===== src/rtl/ascon_permutation_if.sv =====
// Handshake and data bundle between the mode controller, the Ascon
// permutation core and the round-constant table.
interface ascon_permutation_if;
  logic         start_i;
  logic [3:0]   rounds_i;
  logic [319:0] state_i;
  logic [63:0]  const_i;
  logic [3:0]   round_idx_o;
  logic [319:0] state_o;
  logic         busy_o;
  logic         done_o;
  logic         err_o;

  // Core side: consumes requests and constants, produces results and index.
  modport slave (
    input  start_i, rounds_i, state_i, const_i,
    output round_idx_o, state_o, busy_o, done_o, err_o
  );

  // Controller/table side: the mirror image of the core.
  modport master (
    output start_i, rounds_i, state_i, const_i,
    input  round_idx_o, state_o, busy_o, done_o, err_o
  );
endinterface


===== src/rtl/ascon_permutation.sv =====
// Iterative Ascon permutation p^a: one full round (constant addition,
// S-box layer, linear layer) per clock on a 320-bit state register.
// The round constant arrives combinationally from an external table
// addressed by round_idx_o.
module ascon_permutation #(
  parameter int MAX_ROUNDS = 12
) (
  input logic              clk,
  input logic              rst_n,
  ascon_permutation_if.slave bus
);

  localparam logic [3:0] MAXR = 4'(MAX_ROUNDS);

  typedef enum logic [1:0] {IDLE, RUN, DONE} fsm_t;

  fsm_t         fsm_q, fsm_d;
  logic [319:0] state_p0;
  logic [3:0]   idx_q;
  logic [3:0]   cnt_q;
  logic         err_q;
  logic         load;
  logic         reject;
  logic         legal;

  function automatic logic [63:0] rotr(input logic [63:0] x, input int n);
    logic [127:0] d;
    d = {x, x} >> n;
    return d[63:0];
  endfunction

  // One Ascon round on the packed state x0..x4 (x0 in the top word).
  function automatic logic [319:0] ascon_round(input logic [319:0] s,
                                               input logic [63:0]  c);
    logic [63:0] x0, x1, x2, x3, x4;
    logic [63:0] t0, t1, t2, t3, t4;
    x0 = s[319:256];
    x1 = s[255:192];
    x2 = s[191:128];
    x3 = s[127:64];
    x4 = s[63:0];
    x2 = x2 ^ c;
    x0 = x0 ^ x4;
    x4 = x4 ^ x3;
    x2 = x2 ^ x1;
    t0 = ~x0 & x1;
    t1 = ~x1 & x2;
    t2 = ~x2 & x3;
    t3 = ~x3 & x4;
    t4 = ~x4 & x0;
    x0 = x0 ^ t1;
    x1 = x1 ^ t2;
    x2 = x2 ^ t3;
    x3 = x3 ^ t4;
    x4 = x4 ^ t0;
    x1 = x1 ^ x0;
    x0 = x0 ^ x4;
    x3 = x3 ^ x2;
    x2 = ~x2;
    x0 = x0 ^ rotr(x0, 19) ^ rotr(x0, 28);
    x1 = x1 ^ rotr(x1, 61) ^ rotr(x1, 39);
    x2 = x2 ^ rotr(x2, 1)  ^ rotr(x2, 6);
    x3 = x3 ^ rotr(x3, 10) ^ rotr(x3, 17);
    x4 = x4 ^ rotr(x4, 7)  ^ rotr(x4, 41);
    return {x0, x1, x2, x3, x4};
  endfunction

  assign legal = (bus.rounds_i != 4'd0) && (bus.rounds_i <= MAXR);

  // Next-state decode: starts are only looked at in IDLE.
  always_comb begin
    fsm_d  = fsm_q;
    load   = 1'b0;
    reject = 1'b0;
    case (fsm_q)
      IDLE: begin
        if (bus.start_i) begin
          if (legal) begin
            load  = 1'b1;
            fsm_d = RUN;
          end else begin
            reject = 1'b1;
          end
        end
      end
      RUN:     if (cnt_q == 4'd1) fsm_d = DONE;
      DONE:    fsm_d = IDLE;
      default: fsm_d = IDLE;
    endcase
  end

  // FSM state register.
  always_ff @(posedge clk or negedge rst_n) begin
    if (!rst_n) fsm_q <= IDLE;
    else        fsm_q <= fsm_d;
  end

  // Stage p0: state, round index and remaining-round counter; a reset
  // mid-run discards the partial state.
  always_ff @(posedge clk or negedge rst_n) begin
    if (!rst_n) begin
      state_p0 <= '0;
      idx_q    <= '0;
      cnt_q    <= '0;
    end else if (load) begin
      state_p0 <= bus.state_i;
      idx_q    <= MAXR - bus.rounds_i;
      cnt_q    <= bus.rounds_i;
    end else if (fsm_q == RUN) begin
      state_p0 <= ascon_round(state_p0, bus.const_i);
      idx_q    <= idx_q + 4'd1;
      cnt_q    <= cnt_q - 4'd1;
    end else if (fsm_q == DONE) begin
      idx_q    <= '0;
    end
  end

  // Error flag: one cycle after an illegal round count is refused.
  always_ff @(posedge clk or negedge rst_n) begin
    if (!rst_n) err_q <= 1'b0;
    else        err_q <= reject;
  end

  assign bus.round_idx_o = idx_q;
  assign bus.state_o     = state_p0;
  assign bus.busy_o      = (fsm_q != IDLE);
  assign bus.done_o      = (fsm_q == DONE);
  assign bus.err_o       = err_q;

endmodule


===== src/flat_wrapper.sv =====
// flat-port wrapper written by rule: the top's interface ports become plain ports
module ascon_permutation_flat 
#(
  parameter int MAX_ROUNDS = 12
)
  (clk, rst_n, bus_start_i, bus_rounds_i, bus_state_i, bus_const_i, bus_round_idx_o, bus_state_o, bus_busy_o, bus_done_o, bus_err_o);
  ascon_permutation_if bus_i ();
  input logic clk;
  input logic rst_n;
  input wire logic [$bits(bus_i.start_i)-1:0] bus_start_i;
  input wire logic [$bits(bus_i.rounds_i)-1:0] bus_rounds_i;
  input wire logic [$bits(bus_i.state_i)-1:0] bus_state_i;
  input wire logic [$bits(bus_i.const_i)-1:0] bus_const_i;
  output wire logic [$bits(bus_i.round_idx_o)-1:0] bus_round_idx_o;
  output wire logic [$bits(bus_i.state_o)-1:0] bus_state_o;
  output wire logic [$bits(bus_i.busy_o)-1:0] bus_busy_o;
  output wire logic [$bits(bus_i.done_o)-1:0] bus_done_o;
  output wire logic [$bits(bus_i.err_o)-1:0] bus_err_o;
  assign bus_i.start_i = bus_start_i;
  assign bus_i.rounds_i = bus_rounds_i;
  assign bus_i.state_i = bus_state_i;
  assign bus_i.const_i = bus_const_i;
  assign bus_round_idx_o = bus_i.round_idx_o;
  assign bus_state_o = bus_i.state_o;
  assign bus_busy_o = bus_i.busy_o;
  assign bus_done_o = bus_i.done_o;
  assign bus_err_o = bus_i.err_o;
  ascon_permutation #(.MAX_ROUNDS(MAX_ROUNDS)) u_core (.clk(clk), .rst_n(rst_n), .bus(bus_i));
endmodule

===== config.mk =====
export PLATFORM = sky130hd
export DESIGN_NAME = ascon_permutation_flat
export DESIGN_NICKNAME = d
export VERILOG_FILES = /design/src/rtl/ascon_permutation_if.sv /design/src/rtl/ascon_permutation.sv /design/src/flat_wrapper.sv
export SDC_FILE = /design/constraint.sdc
export NUM_CORES = 2
export LEC_CHECK = 0
export ABC_CLOCK_PERIOD_IN_PS = 4350
export BUFFER_PORTS_ARGS = -buffer_cell sky130_fd_sc_hd__buf_2
export CAP_MARGIN = 30
export CORE_AREA = 2 2 277 279
export DETAILED_ROUTE_END_ITERATION = 8
export DIE_AREA = 0 0 279 281
export PLACE_DENSITY = 0.65
export SLEW_MARGIN = 15
export SYNTH_ARGS = -nofsm -noshare
export SYNTH_HDL_FRONTEND = slang
export SYNTH_SLANG_ARGS = --single-unit

===== constraint.sdc =====
create_clock -name clk -period 4.35 [get_ports clk]
set_clock_uncertainty 0.15 [all_clocks]
set_input_delay 0.6525 -clock clk [delete_from_list [all_inputs] [get_ports clk]]
set_output_delay 0.6525 -clock clk [all_outputs]
set_load 0.01 [all_outputs]

Word level (Yosys, flattened, before mapping)
Index checks and enable logic that the tools add are counted.
- register bits: 331
- input bits: 391
- output and inout bits: 327
- word-level logic and storage cells: 72
- add/sub/neg operators: 3
- $lt $le $gt $ge: 1
- equality and inequality tests: 6
- multiplexer cells: 17
- bitwise gates (word level): 33
- reductions and logical operators: 7
- operators with widths (cell ; count):
    bitwise XOR 64 bit ; 22
    two-way mux 320 bit ; 2
    NOT 64 bit ; 6
    AND 64 bit ; 5
    two-way mux 4 bit ; 5
    two-way mux 1 bit ; 6
    two-way mux 2 bit ; 3
    adder 4 x 1 -> 4 bit (second input constant) ; 1
    == test 4 x 1 -> 1 bit (second input constant) ; 1
    less-or-equal comparator 4 bit (second input constant) ; 1
    != test 2 x 1 -> 1 bit (second input constant) ; 2
    case mux 2 bit (2 select lines) ; 1
    nonzero test 2 bit ; 2
    nonzero test 4 bit ; 1
    subtractor 4 x 1 -> 4 bit (second input constant) ; 1
    subtractor 4 bit (first input constant) ; 1
    AND reduction 3 bit ; 1
    nonzero test 3 bit ; 1
    == test 2 x 1 -> 1 bit (second input constant) ; 1
    == test 2 bit (second input constant) ; 1
    zero test 2 bit ; 1
    != test 2 bit (second input constant) ; 1
    logical AND 1 bit ; 1

Logic depth before layout (Yosys ltp)
- depth in word-level cells: 10
- gate-level depth with buffers: 10
- depth with buffers taken out: 7

Worst setup path after synthesis
Ideal clock, no wire load.
- kind: input port to flip-flop
- start: in bus_const_i[54]
- end: reg u_core.state_p0[291] (netlist: u_core.bus.state_o[291])
- library setup time: 0.126 ns
- arrival time: 2.260 ns
- data required time: 4.074 ns
- slack: 1.814 ns
- stages: 6
- path buffers: 0
- cells stage by stage: xor2_1 -> ha_1 -> xor2_1 -> xnor2_4 -> xnor3_1 -> a221o_1
- longest elaborated chain between the ends: 9
- ends and longest elaborated chain (what ; RTL line ; source):
    start: declaration ; flat_wrapper.sv:13 ; input wire logic [$bits(bus_i.const_i)-1:0] bus_const_i;
    bitwise XOR 64 bit ; ascon_permutation.sv:42 ; x2 = x2 ^ c;
    bitwise XOR 64 bit ; ascon_permutation.sv:45 ; x2 = x2 ^ x1;
    AND 64 bit ; ascon_permutation.sv:47 ; t1 = ~x1 & x2;
    bitwise XOR 64 bit ; ascon_permutation.sv:51 ; x0 = x0 ^ t1;
    bitwise XOR 64 bit ; ascon_permutation.sv:57 ; x0 = x0 ^ x4;
    bitwise XOR 64 bit (2 in a row) ; ascon_permutation.sv:60 ; x0 = x0 ^ rotr(x0, 19) ^ rotr(x0, 28);
    two-way mux 320 bit ; ascon_permutation.sv:109 ; end else if (fsm_q == RUN) begin
    two-way mux 320 bit ; ascon_permutation.sv:105 ; end else if (load) begin
    end signal: assignment ; ascon_permutation.sv:106 ; state_p0 <= bus.state_i;
    end signal: assignment ; ascon_permutation.sv:110 ; state_p0 <= ascon_round(state_p0, bus.const_i);
    end: declaration ; ascon_permutation.sv:18 ; logic [319:0] state_p0;
Every way passes these cells. The select of a mux whose other input is x is not followed.
A chain may end at the register's enable or synchronous reset.

Worst setup path after layout
- start: reg u_core.state_p0[186] (netlist: u_core.bus.state_o[186])
- end: reg u_core.state_p0[105] (netlist: u_core.bus.state_o[105])
- longest elaborated chain between the ends: 7
- ends and longest elaborated chain (what ; RTL line ; source):
    bitwise XOR 64 bit ; ascon_permutation.sv:42 ;
    bitwise XOR 64 bit ; ascon_permutation.sv:45 ;
    bitwise XOR 64 bit ; ascon_permutation.sv:53 ; x2 = x2 ^ t3;
    bitwise XOR 64 bit ; ascon_permutation.sv:58 ; x3 = x3 ^ x2;
    bitwise XOR 64 bit ; ascon_permutation.sv:63 ; x3 = x3 ^ rotr(x3, 10) ^ rotr(x3, 17);
    two-way mux 320 bit ; ascon_permutation.sv:109 ;
    two-way mux 320 bit ; ascon_permutation.sv:105 ;
Every way passes these cells. The select of a mux whose other input is x is not followed.

==> results list <==
- Result of the run: complete, but fails checks
- Violations in the final reports: negative hold slack
- The tool flagged a number of max-cap violations equal to 0.
* Remaining antenna violation count: 0
* Initial antenna violation count: 8
- Most repeated cell in the gate-level netlist after synthesis: sky130_fd_sc_hd__xnor2_1
- Share of synthesized cell area in full adder, half adder and majority cells: 5.319%
- Post-DP HPWL: 128,300 microns
* Finish-stage setup viols: 0
* Horizontal die dimension: 279 microns
- Std-Cell Rows: 101
- At the end of routability-driven placement, the weighted congestion stood at 1.098.
- Global routing used 38.72% of the available tracks across all layers.
- STA classifies the critical path endpoint as a flip-flop.
* Aggregate global routing overflow: 0
- Pin placement for this block handled roughly 720 I/O pins.
* Summed instance area of the synthesized netlist: 31,990 sq um
- Max-slew violation total from the final report: 0
- Post-Synth Simple-Gate Area: 9.160%
- TritonCTS built the clock tree.
- STA puts the critical path data arrival time at 3.49 ns.
- First-pass detailed-route iteration total: 6
- Share of post-route cells with drive strength above 1: 26.73%
- Number of design rule violations left after detail routing: 0
- Counting flops with an async set or reset pin after synthesis yields a share of between 90% and 100%.
* Number of setup buffers added after CTS: 0
* CTS resizes: 0
* Xor/xnor cell area share of the yosys netlist: about two fifths
- The worst path needs between 3 and 4 ns of the cycle, external delays included.
- Final period utilization: 72.13%
* Area share of the largest cell type after synthesis: 25.89%
* Maximum buffer depth of the clock tree: 3
- Count of port buffers added during placement: 717
- Root cell of the clock tree: sky130_fd_sc_hd__clkbuf_16
- The final layout contains around 4.3k nets.
* Sequential-to-total area share from yosys stat: approximately 26%
- Hold timing on the final database bottoms out at a slack of -0.01099 ns.
- Final total negative setup slack: 0 ns
- Combinational family with the most area after synthesis: XOR/XNOR gates
- DR vias/cell: 5.761
- STA puts the critical path data required time at roughly 4.7 ns.
- The via count of the first global-routing pass was 26.47k.
- Final wirelength: 155,700 microns
- Die Footprint: 78,400 sq um
- Summing the areas of all compound-gate instances in the mapped netlist gives 11.89% of the synthesized area.
- The final hold violation count was 2.
- Slew at the pin with the worst max-slew slack: 1.171 ns
- Multiplexer fraction of the synthesized cell area: about 3%
- Fillers: 6,947
- CTS Buf Count: 44
- In this run, distinct cell masters in the synthesized netlist total 42.
* Cts hold-fix bufs: 0
- For this run, the top clock speed supported by timing is 318.7 MHz.
* Top cells by area, synth: sky130_fd_sc_hd__dfrtp_1 (26%), sky130_fd_sc_hd__xnor3_1 (18%), sky130_fd_sc_hd__xnor2_1 (9.6%)
- Clock latency on the worst-skew pair, taken at its later pin, is slightly above 0.6 ns.
- Counting every net in the synthesized netlist gives 3,634.
- Area overhead of the layout relative to synthesis: 20.61%
- Counting flops with a built-in enable in the synthesized netlist gives 0.
- Type of the tightest min-delay check: in -> async
* Maximum number of pins on one net before global-route repair: 193
- Flop and latch count out of synthesis: 331
* Most common flop cell mapped by yosys: sky130_fd_sc_hd__dfrtp_1
* Initial Utilization: 42.40%
- Sorting the synthesized cells by how often they occur yields sky130_fd_sc_hd__xnor2_1 (352), sky130_fd_sc_hd__dfrtp_1 (331), sky130_fd_sc_hd__a21oi_1 (302), sky130_fd_sc_hd__xnor3_1 (252), sky130_fd_sc_hd__nor2_1 (233).
- Post-DR wirelength/cell: 32.25 microns
- Die outline height: 281 microns
- sky130_fd_sc_hd__dfrtp_1 takes more of the synthesized area than any other cell.
- In this run the standard cell core region covers approximately 75,000 sq um.
* Kind of critical path: reg -> reg
* RSZ-0062 raised after global routing: no
* Synthesized area per cell: 10.30 sq um
- After clock tree synthesis, the clock-pin slew on the worst setup and hold paths is 0.06 ns.
* Maximum fanout count along the critical path: 4
- Summing over every cut layer, the via total after detailed routing is 27.81k.
* Synth Warn #: 0
- Synthesis handed over a netlist of between 3k and 4k instances.
* Sort of element at the start of the critical path: flip-flop
* DR iter-0 viols: around 2.9k
- The clock drives 331 sinks.
- The first global-routing pass estimated 209,100 microns of wire.
- CTS HTree Levels: 2
- Worst relative slew slack: 21.35%
==> registers in the layout, summed over array words and instances (netlist names) <==
register / cells
u_core.bus.err_o: 1
u_core.bus.round_idx_o: 4
u_core.bus.state_o: 320
u_core.cnt_q: 4
u_core.fsm_q: 2
==> cell usage in the layout, fill, tap and decap left out, drive strengths merged <==
| cell type | n |
|---|---|
| buf | 805 |
| xnor2 | 437 |
| dfrtp | 331 |
| a21oi | 302 |
| xor2 | 281 |
| o21ai | 264 |
| xnor3 | 252 |
| nor2 | 234 |
| inv | 139 |
| ha | 136 |
| nor3b | 128 |
| nand2 | 123 |
| mux2i | 93 |
| nor3 | 79 |
| clkbuf | 65 |
| a21o | 59 |
| a211oi | 36 |
| or3 | 27 |
| o31ai | 23 |
| clkinv | 5 |
| xor3 | 4 |
| bufinv | 4 |
| a221o | 3 |
| nor2b | 3 |
| nand3 | 3 |
| clkinvlp | 2 |
| a221oi | 2 |
| diode | 1 |
| a22oi | 1 |
| o32ai | 1 |
| and3 | 1 |
| nand3b | 1 |
| a31oi | 1 |
| mux2 | 1 |
| o21a | 1 |
| nor4b | 1 |
| nand2b | 1 |
==> critical path, stage by stage (launching register included) <==
cell	delay (ns)
sky130_fd_sc_hd__dfrtp_1	0.43
sky130_fd_sc_hd__xor2_1	0.42
sky130_fd_sc_hd__ha_1	0.33
sky130_fd_sc_hd__xor2_1	0.14
sky130_fd_sc_hd__buf_4	0.16
sky130_fd_sc_hd__xnor2_1	0.72
sky130_fd_sc_hd__xnor3_1	0.54
sky130_fd_sc_hd__o21ai_1	0.15
==> cells by family (layout without fill, tap and decap cells) <==
kind of cell    Yosys count  after routing
compound gates          693            693
xor+xnor                974            974
fa+ha+maj               136            136
flops                   331            331
other cells               0              1
mux                      94             94
simple gates            601            601
buf+inv                 278           1020
==> path summary, 6_finish.rpt <==
path,start,end,slack [ns],depth (start not counted)
max,u_core.bus.state_o[186]$_DFFE_PN0P_,u_core.bus.state_o[105]$_DFFE_PN0P_,1.21,7
min,rst_n,u_core.bus.state_o[174]$_DFFE_PN0P_,-0.01,1
max reg2reg,u_core.bus.state_o[186]$_DFFE_PN0P_,u_core.bus.state_o[105]$_DFFE_PN0P_,1.21,7
min reg2reg,u_core.cnt_q[3]$_DFFE_PN0P_,u_core.cnt_q[3]$_DFFE_PN0P_,0.43,2
max in group asynchronous,rst_n,u_core.bus.state_o[78]$_DFFE_PN0P_,3.03,2
min in group clk,bus_state_i[190],u_core.bus.state_o[190]$_DFFE_PN0P_,0.10,3
==> cell type report <==
class | instances | area (sq um) | share of cell area (%)
clock buffer | 65 | 1341 | 3.476
timing repair buffer | 805 | 4447 | 11.53
inverter | 137 | 514.2 | 1.333
sequential | 331 | 8283 | 21.47
multi-input combinational | 2498 | 22590 | 58.55
clock inverter | 13 | 181.4 | 0.4702
tap | 978 | 1224 | 3.172
antenna | 1 | 2.502 | 0.006486
==> metrics by stage <==
step           hold slack [ns]  setup WS, ns  utilization (%)  cell area [sq um]  std cells
4_1_cts                0.02277         1.254            51.14              38580       4827
2_1_floorplan           0.2069         1.814                -              31990       3107
5_1_grt                0.03399         1.162            51.14              38580       4828
6_report              -0.01099         1.212            51.14              38580       4828
3_3_place_gp            0.4178        0.9691            49.03              36990       4740
3_5_place_dp            0.4317        0.9524            49.12              37060       4749
==> routing by layer <==
layer / global-route usage, % / wire (microns)
met5: 0 / 61
met4: 22.26 / 10520
met3: 9.161 / 14730
met1: 49.60 / 60910
met2: 60.05 / 69480
Power is left out: the tool's default activity adds up to more than one toggle a clock period on the data nets, which glitch-free logic cannot reach.
